==> src/rtl/ex_arith_units.sv <==
// Execute-stage arithmetic cluster: combinational ALU and branch unit,
// plus a two-cycle 32x32->64 multiplier with start/done handshake and flush.
module ex_arith_units (
    input  logic        clk,
    input  logic        rst,
    input  logic [3:0]  alu_op,
    input  logic [31:0] alu_a,
    input  logic [31:0] alu_b,
    output logic [31:0] alu_out,
    input  logic [2:0]  bru_op,
    input  logic [31:0] bru_a,
    input  logic [31:0] bru_b,
    output logic        bru_taken,
    input  logic        mul_en,
    input  logic        mul_signed,
    input  logic        mul_flush,
    input  logic [31:0] mul_a,
    input  logic [31:0] mul_b,
    output logic [63:0] mul_out,
    output logic        mul_done
);

    typedef enum logic [1:0] {
        S_IDLE = 2'd0,
        S_CALC = 2'd1,
        S_DONE = 2'd2
    } state_t;

    logic [4:0]  w_sh;
    logic        w_alu_lt;
    logic        w_alu_ltu;
    logic [31:0] w_sra;

    assign w_sh      = alu_b[4:0];
    assign w_alu_lt  = $signed(alu_a) < $signed(alu_b);
    assign w_alu_ltu = alu_a < alu_b;
    assign w_sra     = $signed(alu_a) >>> w_sh;

    always_comb begin
        alu_out = 32'd0;
        case (alu_op)
            4'd0:    alu_out = alu_a + alu_b;
            4'd1:    alu_out = alu_a - alu_b;
            4'd2:    alu_out = {31'd0, w_alu_lt};
            4'd3:    alu_out = {31'd0, w_alu_ltu};
            4'd4:    alu_out = alu_a & alu_b;
            4'd5:    alu_out = alu_a | alu_b;
            4'd6:    alu_out = ~(alu_a | alu_b);
            4'd7:    alu_out = alu_a ^ alu_b;
            4'd8:    alu_out = alu_a << w_sh;
            4'd9:    alu_out = alu_a >> w_sh;
            4'd10:   alu_out = w_sra;
            4'd11:   alu_out = alu_b;
            default: alu_out = 32'd0;
        endcase
    end

    logic w_eq;
    logic w_lt;
    logic w_ltu;

    assign w_eq  = bru_a == bru_b;
    assign w_lt  = $signed(bru_a) < $signed(bru_b);
    assign w_ltu = bru_a < bru_b;

    always_comb begin
        bru_taken = 1'b0;
        case (bru_op)
            3'd0:    bru_taken = 1'b0;
            3'd1:    bru_taken = w_eq;
            3'd2:    bru_taken = ~w_eq;
            3'd3:    bru_taken = w_lt;
            3'd4:    bru_taken = ~w_lt;
            3'd5:    bru_taken = w_ltu;
            3'd6:    bru_taken = ~w_ltu;
            default: bru_taken = 1'b1;
        endcase
    end

    state_t      r_state;
    logic [31:0] r_a;
    logic [31:0] r_b;
    logic        r_signed;
    logic [63:0] r_out;
    logic        r_done;

    // Low 64 bits of the 33x33 product only need 64-bit extended operands.
    logic        w_sa;
    logic        w_sb;
    logic [63:0] w_xa;
    logic [63:0] w_xb;
    logic [63:0] w_prod;

    assign w_sa   = r_signed & r_a[31];
    assign w_sb   = r_signed & r_b[31];
    assign w_xa   = {{32{w_sa}}, r_a};
    assign w_xb   = {{32{w_sb}}, r_b};
    assign w_prod = w_xa * w_xb;

    always_ff @(posedge clk or posedge rst) begin
        if (rst) begin
            r_state  <= S_IDLE;
            r_a      <= 32'd0;
            r_b      <= 32'd0;
            r_signed <= 1'b0;
            r_out    <= 64'd0;
            r_done   <= 1'b0;
        end else if (mul_flush) begin
            r_state <= S_IDLE;
            r_done  <= 1'b0;
        end else begin
            case (r_state)
                S_IDLE: begin
                    r_done <= 1'b0;
                    if (mul_en) begin
                        r_a      <= mul_a;
                        r_b      <= mul_b;
                        r_signed <= mul_signed;
                        r_state  <= S_CALC;
                    end
                end
                S_CALC: begin
                    r_out   <= w_prod;
                    r_done  <= 1'b1;
                    r_state <= S_DONE;
                end
                S_DONE: begin
                    r_done  <= 1'b0;
                    r_state <= S_IDLE;
                end
                default: begin
                    r_done  <= 1'b0;
                    r_state <= S_IDLE;
                end
            endcase
        end
    end

    assign mul_out  = r_out;
    assign mul_done = r_done;

endmodule

==> config.mk <==
export PLATFORM = sky130hd
export DESIGN_NAME = ex_arith_units
export DESIGN_NICKNAME = d
export VERILOG_FILES = /design/src/rtl/ex_arith_units.sv
export SDC_FILE = /design/constraint.sdc
export NUM_CORES = 2
export LEC_CHECK = 0
export ABC_AREA = 1
export BUFFER_PORTS_ARGS = -buffer_cell sky130_fd_sc_hd__buf_2
export CAP_MARGIN = 20
export CELL_PAD_IN_SITES_DETAIL_PLACEMENT = 0
export CELL_PAD_IN_SITES_GLOBAL_PLACEMENT = 1
export CORE_AREA = 4 4 379 381
export CTS_CLUSTER_DIAMETER = 40
export CTS_CLUSTER_SIZE = 25
export DETAILED_ROUTE_END_ITERATION = 10
export DIE_AREA = 0 0 383 385
export PLACE_DENSITY = 0.72
export REMOVE_ABC_BUFFERS = 1
export SYNTH_ARGS = -nofsm -noshare
export SYNTH_HDL_FRONTEND = slang
export SYNTH_SLANG_ARGS = --single-unit
==> constraint.sdc <==
create_clock -name clk -period 10.6 [get_ports clk]
set_input_delay 1.06 -clock clk [delete_from_list [all_inputs] [get_ports clk]]
set_output_delay 1.06 -clock clk [all_outputs]
set_load 0.02 [all_outputs]
* After elaboration in Yosys (flattened, before gate mapping)
Index checks and enable logic that the tools add are counted.
Storage, ports and cells: register bits after elaboration 132, bits of input ports 204, output and inout bits 98, logic and storage cells 58
Operators by class: add/subtract/negate cells 2, $mul 1, magnitude comparators 4, eq/ne operators 20, shift operators 3, multiplexer cells 7, bitwise gates (word level) 10, reductions and logical operators 5
Operator list (number):
- 32-bit case mux with 12 select lines | 1
- 32-bit < comparator | 4
- 33-bit by 33-bit multiplier with 64-bit output | 1
- 32-bit adder | 1
- 32-bit bitwise AND | 1
- 32-bit == test | 1
- 32-bit NOT | 1
- 32-bit OR | 1
- 32-bit by 5-bit << shifter with 32-bit output | 1
- 32-bit by 5-bit >> shifter with 32-bit output | 1
- 32-bit by 5-bit >>> shifter with 32-bit output | 1
- 32-bit subtractor | 1
- 32-bit bitwise XOR | 1
- 4-bit by 3-bit == test with 1-bit output, second input constant | 4
- 4-bit == test, second input constant | 4
- 3-bit == test, second input constant | 3
- 4-bit by 2-bit == test with 1-bit output, second input constant | 2
- 1-bit case mux with 7 select lines | 1
- 3-bit by 2-bit == test with 1-bit output, second input constant | 2
- 4-bit by 1-bit == test with 1-bit output, second input constant | 1
- 4-bit logical NOT | 1
- 2-bit 2-to-1 mux | 2
- 1-bit NOT | 4
- 2-bit case mux with 2 select lines | 1
- other kinds (9) | 11

* Logic depth before layout (Yosys ltp)
word-level depth 3, mapped depth 35

* Worst setup path after synthesis
No wires, ideal clock.
path type register to register, start register r_a[31], end register r_out[63], in the netlist mul_out[63], arrival 7.212 ns, data required time 10.482 ns, path slack 3.270 ns, stages on the path, launching flop included 29, path buffers 2, clock period less this slack 7.330 ns, cells stage by stage dfrtp_1 buf_2 nand2_2 buf_1 nor2_1 fa_1 inv_1 fa_1 inv_1 fa_1 inv_1 fa_1 fa_1 fa_1 inv_1 fa_1 inv_1 fa_1 inv_1 ha_1 inv_1 nor3_1 nand2_1 nor3_1 nand2_1 nand2_1 nand3_1 nand3_1 nand2_1
On the way: word-level cells in the longest chain between the ends 2
RTL lines:
- start, declared | line 81 | logic [31:0] r_a;
- start signal, assigned | line 116 | r_a <= mul_a;
- 1-bit bitwise AND | line 94 | assign w_sa = r_signed & r_a[31];
- 33-bit by 33-bit multiplier with 64-bit output (*) | line 98 | assign w_prod = w_xa * w_xb;
- end signal, assigned | line 123 | r_out <= w_prod;
- end, declared | line 84 | logic [63:0] r_out;
Mark *: on every way between the ends. The rest lies on a longest branch, timed or not. A chain may end at the register's enable or synchronous reset.

* Worst setup path in the final report
start register r_signed, end register r_out[60], in the netlist mul_out[60]
On the way: word-level cells in the longest chain between the ends 2, elaborated cells between the ends (all ways) 3, those cells by class mul: 1; bitwise: 2
RTL lines:
- start, declared | line 83 | logic r_signed;
- start signal, assigned | line 118 | r_signed <= mul_signed;
- 1-bit bitwise AND (on tied branches) | line 94, 95
- 33-bit by 33-bit multiplier with 64-bit output (*) | line 98
Marked as above.

==> results_dict.tcl <==
set metrics [dict create \
    start_util_pct 39.7 \
    synthCells 7809 \
    final_nets 9510 \
    synthArstFlopShare_pct 100 \
    drt_wl_total_mm 206 \
    gp_congestion 0.990 \
    fill_cells 15000 \
    rsz0062_at_grt "no" \
    fin_hold_ws_ns 0.468 \
    syn_area_um2 55800 \
    drc_errors 0 \
    yosysSeqAreaShare_pct 5.92 \
    dieArea_um2 147000 \
    regArea_um2 3310 \
    end_kind "flip-flop" \
    boundaryPins 302 \
    cp_num_buf_inv 4 \
    ys_seq_elements 132 \
    drt.antenna.violating_nets 0 \
    cts_buffers 17 \
    ys.warnings.count 0 \
    worst-path-max-fanout 28 \
    slew_viol_final 0 \
    grt_pass1_vias 51400 \
    critical_path.top_delay_family "adder cells" \
    vias_per_cell 5.10 \
    fmax_mhz 119 \
    slowest_stage "fa_1" \
    grtUsageTotal_pct 28.4 \
    fin_setup_tns_ns 0 \
    hp-class "reg2reg" \
    worstSetupStartpointType "flip-flop" \
    syn_area_per_cell_um2 7.15 \
    post-route-period-util_pct 79.5 \
    skew_ns 0.0211 \
    synth_ff_type "dfrtp_1" \
    layout-drive-gt1-share_pct 5.99 \
    antenna_found_initial 7 \
    htreeDepth 4 \
    tightestPinTransition_ns 1.13 \
    fin_ws_ns 2.17 \
    status "finished clean" \
    root_buffer "clkbuf_16" \
    post_cts_buffers 0 \
    period_needed_ns 8.43 \
    required_ns 10.99 \
    syn2layout_area_growth_pct 6.66 \
    drt-wirelength-per-cell_um 21.2 \
    die_h_um 385 \
    arrival_ns 8.82 \
    rows 138 \
    overflow 0 \
    tritoncts "built" \
    worst_slew_margin_rel_pct 24.7 \
    critical_path_class "reg2reg" \
    pre_cts_ws_ns 2.17 \
    cts_buffer_depth 2 \
    ys_types 54 \
    slowest_delay_ns 0.89 \
    synth_edf_count 0 \
    report.final.hold_viol_count 0 \
    drt-initial-drc-count 4137 \
    drt-pass1-iter-count 6 \
    clock_latency_ns 0.52 \
    maxCapViolations 0 \
    cpMostUsedCell "fa_1" \
    clk_pin_slew_ns 0.06 \
    cts_sinks 132 \
    ctsResizeCount 0 \
    io_buffers 301 \
    core_um2 141000 \
    grt_max_degree 60 \
    vias 49700 \
    cts_hold_buf 0 \
    setup_violations 0 \
    grt_pass1_wl_mm 317 \
    multiInputGateArea_um2 43700 \
    dpl.hpwl_mm 175 \
    die_w_um 383 \
]
through the flow:
stage                     std cells  area (um^2)  util, %
after global placement         9707        58900     41.9
after global routing           9740        59500     42.3
final                          9741        59500     42.3
after detailed placement       9708        58900     41.9
after floorplan                7421        54200        -
after CTS                      9739        59500     42.3
cell families after synthesis:
kind of cell | Yosys count | share of synthesized area [%]
AND/OR/NAND/NOR | 3229 | 23.2
buffers and inverters | 2314 | 15.8
adder cells (fa/ha/maj) | 1468 | 48.1
AO/OA/AOI/OAI | 625 | 6.39
flip-flops | 132 | 5.92
XOR/XNOR | 35 | 0.549
multiplexers | 6 | 0.108
flip-flops by register name, summed over array words and instances, names as in the netlist:
| signal | flops |
|---|---|
| r_b | 32 |
| r_a | 32 |
| mul_done | 1 |
| r_state | 2 |
| mul_out | 64 |
| r_signed | 1 |
per-layer routing:
layer	wire, um	up-vias	track usage [%]
met5	7	-	0
met4	6050	2	7.16
met3	14800	278	4.63
met2	95600	1765	46.9
met1	89800	24800	39.0
li1	-	22900	-
Yosys cell counts (all sizes together), types with 8 or more instances:
master	number	area [um^2]
dfrtp	132	3300
nor2	378	1440
o21bai	33	248
nand2	2336	8770
xor2	10	87.6
o22ai	16	100
a31oi	9	56.3
o221ai	11	96.3
ha	341	4270
o21ai	242	1220
clkbuf	318	1200
a21oi	216	1080
or2	20	125
buf	70	379
a21o	9	67.6
nor3	38	190
inv	1920	7210
nand3b	8	60.1
o21a	20	150
fa	1127	22600
a211oi	11	82.6
nand4	49	307
xnor2	25	219
nand3	379	1910
nor4	13	81.3
o211ai	36	275
area by class of cell:
| class | instances | area share [%] |
|---|---|---|
| Clock inverter | 12 | 0.303 |
| Sequential cell | 132 | 5.56 |
| Multi-Input combinational cell | 5363 | 73.4 |
| Inverter | 1926 | 12.2 |
| Antenna cell | 1 | 0.00420 |
| Timing Repair Buffer | 398 | 3.83 |
| Tap cell | 1890 | 3.97 |
| Clock buffer | 19 | 0.727 |
final timing paths:
path,endpoint,startpoint,cells after the start,slack [ns]
hold reg to reg,r_state[0]$_DFFE_PP0P_,r_state[1]$_DFFE_PP0P_,1,0.47
hold / removal,r_state[0]$_DFFE_PP0P_,r_state[1]$_DFFE_PP0P_,1,0.47
max in group asynchronous,r_a[13]$_DFFE_PP0P_,rst,4,8.12
min in group asynchronous,r_a[15]$_DFFE_PP0P_,rst,2,0.64
setup reg to reg,mul_out[60]$_DFFE_PP0P_,r_signed$_DFFE_PP0P_,25,2.17
setup / recovery,mul_out[60]$_DFFE_PP0P_,r_signed$_DFFE_PP0P_,25,2.17
placed cells by master (no fill, tap or decap), types with 20 or more instances in the layout:
cell         n
nor2_1     374
ha_1       341
nand2_1   2333
buf_4       94
o21a_1      20
o21ai_0    213
a21oi_1    216
o21bai_1    33
inv_1     1913
buf_2      301
o211ai_1    35
nand4_1     49
xnor2_1     25
o21ai_1     27
nand3_1    377
nor3_1      38
fa_1      1127
dfrtp_1    125
Power is not shown: default switching activity piles up to over one toggle a cycle in this logic, so the estimate is an artifact.
